<file path="config.mk">
export PLATFORM = sky130hd
export DESIGN_NAME = fpu_dispatch
export DESIGN_NICKNAME = d
export VERILOG_FILES = /design/src/rtl/fpu_pkg.sv /design/src/rtl/fpu_dispatch.sv
export SDC_FILE = /design/constraint.sdc
export NUM_CORES = 1
export LEC_CHECK = 0
export ABC_AREA = 1
export CAP_MARGIN = 5
export CORE_AREA = 2 2 158 160
export CTS_BUF_LIST = sky130_fd_sc_hd__clkbuf_2
export DETAILED_ROUTE_END_ITERATION = 8
export DIE_AREA = 0 0 160 162
export PLACE_DENSITY_LB_ADDON = 0.25
export SKIP_CTS_REPAIR_TIMING = 1
export SYNTH_ARGS = -nofsm -noshare
export SYNTH_HDL_FRONTEND = slang
export SYNTH_SLANG_ARGS = --single-unit
</file>
<file path="constraint.sdc">
create_clock -name g_clk -period 2.1 [get_ports g_clk]
set_input_delay 0.42 -clock g_clk [delete_from_list [all_inputs] [get_ports g_clk]]
set_output_delay 0.42 -clock g_clk [all_outputs]
set_load 0.05 [all_outputs]
</file>
<file path="src/rtl/fpu_pkg.sv">
// fpu_pkg: fpusel opcodes, dispatcher FSM states, canonical NaN
// and the opcode -> execution-unit mapping shared by fpu_dispatch.
package fpu_pkg;

  localparam logic [4:0] OP_FADD    = 5'b00000;
  localparam logic [4:0] OP_FSUB    = 5'b00001;
  localparam logic [4:0] OP_FMUL    = 5'b00010;
  localparam logic [4:0] OP_FDIV    = 5'b00011;
  localparam logic [4:0] OP_RSVD    = 5'b00100;
  localparam logic [4:0] OP_COMB_LO = 5'b00101;
  localparam logic [4:0] OP_COMB_HI = 5'b01111;
  localparam logic [2:0] OP_FMA_PFX = 3'b100;
  localparam logic [2:0] OP_CVT_PFX = 3'b101;

  localparam logic [31:0] CANON_NAN = 32'h7fc00000;

  typedef enum logic [1:0] {
    IDLE,
    ISSUE,
    WAIT,
    RESP
  } state_e;

  typedef enum logic [1:0] {
    K_MULTI,
    K_COMB,
    K_BAD
  } kind_e;

  function automatic kind_e op_kind(
    input logic [4:0] op
  );
    kind_e k;
    k = K_BAD;
    unique case (1'b1)
      op inside {[OP_COMB_LO:OP_COMB_HI]}:
        k = K_COMB;
      op <= OP_FDIV:
        k = K_MULTI;
      op[4:3] == 2'b10:
        k = K_MULTI;
      default:
        k = K_BAD;
    endcase
    return k;
  endfunction

  // -1 means the opcode has no execution unit
  function automatic int op_unit(
    input logic [4:0] op,
    input int         n_units
  );
    int u;
    u = -1;
    unique case (1'b1)
      op == OP_FADD,
      op == OP_FSUB:
        u = 0;
      op == OP_FMUL:
        u = 1;
      op == OP_FDIV:
        u = 2;
      op[4:2] == OP_FMA_PFX:
        u = 3;
      op[4:2] == OP_CVT_PFX:
        u = (n_units > 4) ? 4 : 3;
      default:
        u = -1;
    endcase
    return u;
  endfunction

endpackage

</file>
<file path="src/rtl/fpu_dispatch.sv">
// fpu_dispatch: sequences one FP op at a time onto multi-cycle
// units or the combinational datapath and returns the result.
//
// Ports: g_clk/g_rst_n (async active-low); req_* request in
// (valid/ready); unit_start/unit_a/b/c/rm to units; unit_done/
// unit_res back; comb_res from the comb ops on unit_a/unit_b;
// rsp_* response out (valid/ready); stall pipeline hold.
// Macro FPU_DISPATCH_TIMEOUT_EN adds a WAIT-state watchdog.
module fpu_dispatch
  import fpu_pkg::*;
#(
  parameter int XLEN        = 32,
  parameter int N_UNITS     = 4,
  parameter int TIMEOUT_CYC = 64
) (
  input  logic                    g_clk,
  input  logic                    g_rst_n,
  input  logic                    req_valid,
  output logic                    req_ready,
  input  logic [4:0]              req_op,
  input  logic [XLEN-1:0]         req_a,
  input  logic [XLEN-1:0]         req_b,
  input  logic [XLEN-1:0]         req_c,
  input  logic [2:0]              req_rm,
  output logic [N_UNITS-1:0]      unit_start,
  output logic [XLEN-1:0]         unit_a,
  output logic [XLEN-1:0]         unit_b,
  output logic [XLEN-1:0]         unit_c,
  output logic [2:0]              unit_rm,
  input  logic [N_UNITS-1:0]      unit_done,
  input  logic [N_UNITS*XLEN-1:0] unit_res,
  input  logic [XLEN-1:0]         comb_res,
  output logic                    rsp_valid,
  input  logic                    rsp_ready,
  output logic [XLEN-1:0]         rsp_res,
  output logic                    rsp_err,
  output logic                    stall
);

  localparam int IW = (N_UNITS > 1) ? $clog2(N_UNITS) : 1;
  localparam logic [XLEN-1:0] NAN_X = XLEN'(CANON_NAN);

  state_e          state_q, state_d;
  logic [IW-1:0]   idx_q, idx_d;
  logic [XLEN-1:0] ua_q, ua_d;
  logic [XLEN-1:0] ub_q, ub_d;
  logic [XLEN-1:0] uc_q, uc_d;
  logic [2:0]      rm_q, rm_d;
  logic [XLEN-1:0] res_q, res_d;
  logic            err_q, err_d;
  // first RESP cycle of a comb op: comb_res is live, not yet captured
  logic            comb_q, comb_d;

`ifdef FPU_DISPATCH_TIMEOUT_EN
  localparam int CW = $clog2(TIMEOUT_CYC + 1);
  logic [CW-1:0]   cnt_q, cnt_d;
`endif

  kind_e           req_kind;
  int              req_unit;
  logic            req_bad;
  logic            sel_done;
  logic [XLEN-1:0] sel_res;

  assign req_kind = op_kind(req_op);
  assign req_unit = op_unit(req_op, N_UNITS);
  assign req_bad  = (req_kind == K_BAD) ||
                    (req_kind == K_MULTI &&
                     req_unit >= N_UNITS);

  always_comb begin
    sel_done = 1'b0;
    sel_res  = '0;
    for (int i = 0; i < N_UNITS; i++) begin
      if (IW'(i) == idx_q) begin
        sel_done = unit_done[i];
        sel_res  = unit_res[i*XLEN +: XLEN];
      end
    end
  end

  always_comb begin
    state_d = state_q;
    idx_d   = idx_q;
    ua_d    = ua_q;
    ub_d    = ub_q;
    uc_d    = uc_q;
    rm_d    = rm_q;
    res_d   = res_q;
    err_d   = err_q;
    comb_d  = comb_q;
`ifdef FPU_DISPATCH_TIMEOUT_EN
    cnt_d   = '0;
`endif
    unique case (state_q)
      IDLE: begin
        if (req_valid) begin
          ua_d  = req_a;
          ub_d  = (req_op == OP_FSUB) ?
                  {~req_b[XLEN-1], req_b[XLEN-2:0]} :
                  req_b;
          uc_d  = req_c;
          rm_d  = req_rm;
          err_d = 1'b0;
          if (req_bad) begin
            res_d   = NAN_X;
            err_d   = 1'b1;
            state_d = RESP;
          end else if (req_kind == K_COMB) begin
            comb_d  = 1'b1;
            state_d = RESP;
          end else begin
            idx_d   = IW'(req_unit);
            state_d = ISSUE;
          end
        end
      end
      ISSUE: begin
        if (sel_done) begin
          res_d   = sel_res;
          state_d = RESP;
        end else begin
          state_d = WAIT;
        end
      end
      WAIT: begin
        if (sel_done) begin
          res_d   = sel_res;
          state_d = RESP;
        end else begin
`ifdef FPU_DISPATCH_TIMEOUT_EN
          if (cnt_q == CW'(TIMEOUT_CYC - 1)) begin
            res_d   = NAN_X;
            err_d   = 1'b1;
            state_d = RESP;
          end else begin
            cnt_d = cnt_q + 1'b1;
          end
`endif
        end
      end
      RESP: begin
        if (comb_q) begin
          res_d  = comb_res;
          comb_d = 1'b0;
        end
        if (rsp_ready) begin
          state_d = IDLE;
        end
      end
      default: state_d = IDLE;
    endcase
  end

  always_ff @(posedge g_clk or negedge g_rst_n) begin
    if (!g_rst_n) begin
      state_q <= IDLE;
      idx_q   <= '0;
      ua_q    <= '0;
      ub_q    <= '0;
      uc_q    <= '0;
      rm_q    <= '0;
      res_q   <= '0;
      err_q   <= 1'b0;
      comb_q  <= 1'b0;
`ifdef FPU_DISPATCH_TIMEOUT_EN
      cnt_q   <= '0;
`endif
    end else begin
      state_q <= state_d;
      idx_q   <= idx_d;
      ua_q    <= ua_d;
      ub_q    <= ub_d;
      uc_q    <= uc_d;
      rm_q    <= rm_d;
      res_q   <= res_d;
      err_q   <= err_d;
      comb_q  <= comb_d;
`ifdef FPU_DISPATCH_TIMEOUT_EN
      cnt_q   <= cnt_d;
`endif
    end
  end

  assign req_ready  = (state_q == IDLE);
  assign stall      = (state_q != IDLE) ||
                      (req_valid && !req_ready);
  assign unit_start = (state_q == ISSUE) ?
                      (N_UNITS'(1) << idx_q) : '0;
  assign unit_a     = ua_q;
  assign unit_b     = ub_q;
  assign unit_c     = uc_q;
  assign unit_rm    = rm_q;
  assign rsp_valid  = (state_q == RESP);
  assign rsp_res    = comb_q ? comb_res : res_q;
  assign rsp_err    = err_q;

endmodule

</file>
==> flow_metrics.env <==
export IMPL_synthToLayoutAreaGrowth_pct=73.48
export IMPL_yosys_most_used_dff="sky130_fd_sc_hd__dfrtp_1"
export IMPL_period_needed_ns=2.330
export IMPL_synth_xor_xnor_area_share=0.001183
export IMPL_die_y_um=162
export IMPL_antenna_found_initial=2
export IMPL_syn_area_um2=7403
export IMPL_clock_sink_count=137
export IMPL_number_of_vias_after_detailed_routing=8362
export IMPL_synth_top_family_by_area="simple AND/OR/NAND/NOR gates"
export IMPL_holdCritPathClass="primary input to asynchronous set/reset pin"
export IMPL_max_cap_violations=0
export IMPL_detail_route_wirelength_um=30200
export IMPL_maximum_number_of_pins_on_one_net_before_global_route_repair=101
export IMPL_core_um2=24110
export IMPL_synth_warnings=0
export IMPL_worstSetupPathType="register to output port"
export IMPL_r2r_slack_ns=0.25
export IMPL_critical_path_endpoint_type="output port"
export IMPL_post_layout_nonfiller_instances=1818
export IMPL_finalCritPeriodShare=1.110
export IMPL_synth_yosys_seq_area_share=0.4631
export IMPL_finalSetupViolCount=39
export IMPL_cellLeakagePower_nw=6.835
export IMPL_crit_path_start_kind="register"
export IMPL_hold_viol_final=0
export IMPL_htree_num_levels=4
export IMPL_critPathArrivalTime_ns=1.91
export IMPL_synth_fa_ha_area_frac=0.008450
export IMPL_outcome="finished, violations left"
export IMPL_detailed_place_hpwl_um=21480
export IMPL_critical_path_max_fanout=24
export IMPL_grt_total_usage=0.2202
export IMPL_grt_setup_unrepaired="true"
export IMPL_yosys_cell_types_count=28
export IMPL_fp_dieW_um=160
export IMPL_synthArstFlopShare=1.000
export IMPL_floorplan_rows=57
export IMPL_initialDrtViolationCount=566
export IMPL_critical_path_reg2reg_startpoint="state_q[1]"
export IMPL_syn_mean_instance_area_um2=6.958
export IMPL_r2r_end="state_q[1]"
export IMPL_count_of_buffers_inserted_at_the_top_level_ports=410
export IMPL_start_util=0.3071
export IMPL_ir_worst_vdd_mv=0.8531
export IMPL_max_slew_worst_pin_slew_ns=0.5613
export IMPL_dpl_cell_count=1763
export IMPL_cts_made_buffers=17
export IMPL_routabilityCongestion=0.8953
export IMPL_cp_data_required_time_ns=1.68
export IMPL_cts_root_buf="sky130_fd_sc_hd__clkbuf_2"
export IMPL_synth_simple_gate_area_frac=0.3882
export IMPL_report_final_slew_viol_count=0
export IMPL_cts_tree="done"
export IMPL_floorplan_die_area_um2=25920
export IMPL_timing_fmax_mhz=429.2
export IMPL_boundaryPins=411
export IMPL_grt_pass1_wl_um=45390
export IMPL_netlist_instances=1064
export IMPL_final_layout_size_suffix_gt1_frac=0.1654
export IMPL_postRouteAntennaNets=0
export IMPL_synth_compound_area_share=0.07859
export IMPL_dr_pass1_iters=5
export IMPL_first_global_vias=8324
export IMPL_max_slew_margin_rel=0.6252
export IMPL_syn_num_nets=1341
export IMPL_vias_per_cell=4.600
export IMPL_fin_nets=1757
export IMPL_finalClockSkew_ns=0.04132
export IMPL_globalRoute_totalOverflow=0
export IMPL_cellPowerDensity_nw_per_um2=1776
export IMPL_clk_latency_ns=0.70
export IMPL_power_mw=22.81
export IMPL_synth_edf_count=0
export IMPL_clk_path_buf_depth=2
export IMPL_drcViolationCount=0
export IMPL_violated_checks="negative setup slack"
export IMPL_clk_pin_slew_worst_paths_ns=0.28
export IMPL_setup_slack_ns=-0.2301
export IMPL_muxShareOfSynthArea=0
export IMPL_post_drt_wl_per_cell_um=16.61
export IMPL_synth_ff_latch_count=137
export IMPL_timing_reg2reg_worst_path_depth=8
## metrics by stage
stage	cell area, um^2	hold slack [ns]	setup TNS [ns]	setup slack, ns	utilization
after floorplan	7408	0.1244	-0.2671	-0.1358	-
after global placement	11920	0.4089	-0.06367	-0.009347	0.4946
after detailed placement	11920	0.4100	-0.6106	-0.07449	0.4946
after CTS	12160	-0.4602	-45.03	-0.6356	0.5045
after global routing	12840	0.06724	-12.61	-0.3814	0.5328
final	12840	0.1890	-6.661	-0.2301	0.5328
## report_power, final
| part | switching [mW] | total [mW] | leakage [nW] | internal (mW) |
|---|---|---|---|---|
| combinational | 10.8 | 16.5 | 4.97 | 5.70 |
| clock | 1.17 | 1.66 | 0.146 | 0.486 |
| sequential | 0.815 | 4.67 | 1.71 | 3.86 |
## worst max path at each step
stage | startpoint | endpoint | slack, ns
floorplan | idx_q[0] | unit_start[1] | -0.14
global placement | req_op[4] | res_q[29] | -0.009
global route | comb_q | rsp_res[0] | -0.38
CTS | idx_q[0] | unit_start[3] | -0.64
detailed placement | req_op[4] | res_q[27] | -0.07
finish | comb_q | rsp_res[15] | -0.23
## area by class of cell
cell class | instances | area [um^2]
repair buffers | 456 | 4740
well taps | 324 | 405.4
clock inverters | 14 | 150.1
clock buffers | 18 | 90.09
flip-flops and latches | 137 | 3433
diodes | 1 | 2.502
fillers | 2393 | 11260
inverters | 45 | 188.9
multi-input cells | 823 | 3834
## logic make-up (layout without fill, tap and decap cells)
group                      count (synthesis)  after routing
DFF                                      137            137
AOI/OAI and AO/OA                         99             99
and+or+nand+nor                          718            718
adders and majority gates                  5              5
xor gates and xnor gates                   1              1
buffers and inverters                    104            533
other                                      0              1
## cells in the final DEF (no fill, tap or decap), drive strengths merged
cell type      count
clkbuf            65
ha                 5
nand3b             6
clkinvlp           1
inv               51
xor2               1
nand3             48
o211ai            17
clkinv             6
o21ai             49
buf               86
o21a              17
nor3               4
nand2            556
a21oi             15
clkdlybuf4s50    270
dfrtp            137
o22ai              1
nor3b              1
bufinv             1
dlygate4sd3        1
nor2              74
diode              1
or2               29
dlymetal6s2s      52
## Yosys cell counts (4+ instances only)
cell type	count	area (um^2)
sky130_fd_sc_hd__buf_4	6	45.04
sky130_fd_sc_hd__nand3b_1	6	45.04
sky130_fd_sc_hd__nand2_1	555	2083
sky130_fd_sc_hd__o211ai_1	17	127.6
sky130_fd_sc_hd__buf_1	5	18.77
sky130_fd_sc_hd__nor2_1	71	266.5
sky130_fd_sc_hd__nand3_1	48	240.2
sky130_fd_sc_hd__a21oi_1	15	75.07
sky130_fd_sc_hd__clkbuf_1	37	138.9
sky130_fd_sc_hd__dfrtp_1	137	3428
sky130_fd_sc_hd__o21ai_0	28	140.1
sky130_fd_sc_hd__o21ai_1	21	105.1
sky130_fd_sc_hd__nor3_1	4	20.02
sky130_fd_sc_hd__o21a_1	17	127.6
sky130_fd_sc_hd__inv_2	4	15.01
sky130_fd_sc_hd__ha_1	5	62.56
sky130_fd_sc_hd__or2_2	26	162.7
sky130_fd_sc_hd__inv_1	40	150.1
sky130_fd_sc_hd__buf_2	8	40.04
## sequential cells by signal, indices dropped and copies added, names as in the netlist
signal / cells
res_q: 32
rsp_err: 1
unit_c: 32
unit_b: 32
unit_rm: 3
idx_q: 2
state_q: 2
unit_a: 32
comb_q: 1
## routing by layer
| metal | share of wire | vias up | track usage |
|---|---|---|---|
| met5 | 0 | - | 0 |
| met4 | 0.017 | 0 | 0.06388 |
| met3 | 0.089 | 24 | 0.07457 |
| met2 | 0.49 | 349 | 0.3786 |
| met1 | 0.40 | 3854 | 0.2629 |
| li1 | - | 4135 | - |
## worst max-delay path, cell delays in order, from the launching register on
cell and delay, ns:
sky130_fd_sc_hd__dfrtp_2 0.48, sky130_fd_sc_hd__buf_4 0.19, sky130_fd_sc_hd__clkbuf_16 0.20, sky130_fd_sc_hd__o21a_4 0.22, sky130_fd_sc_hd__buf_6 0.15
Power figures use the tool's default switching activity.
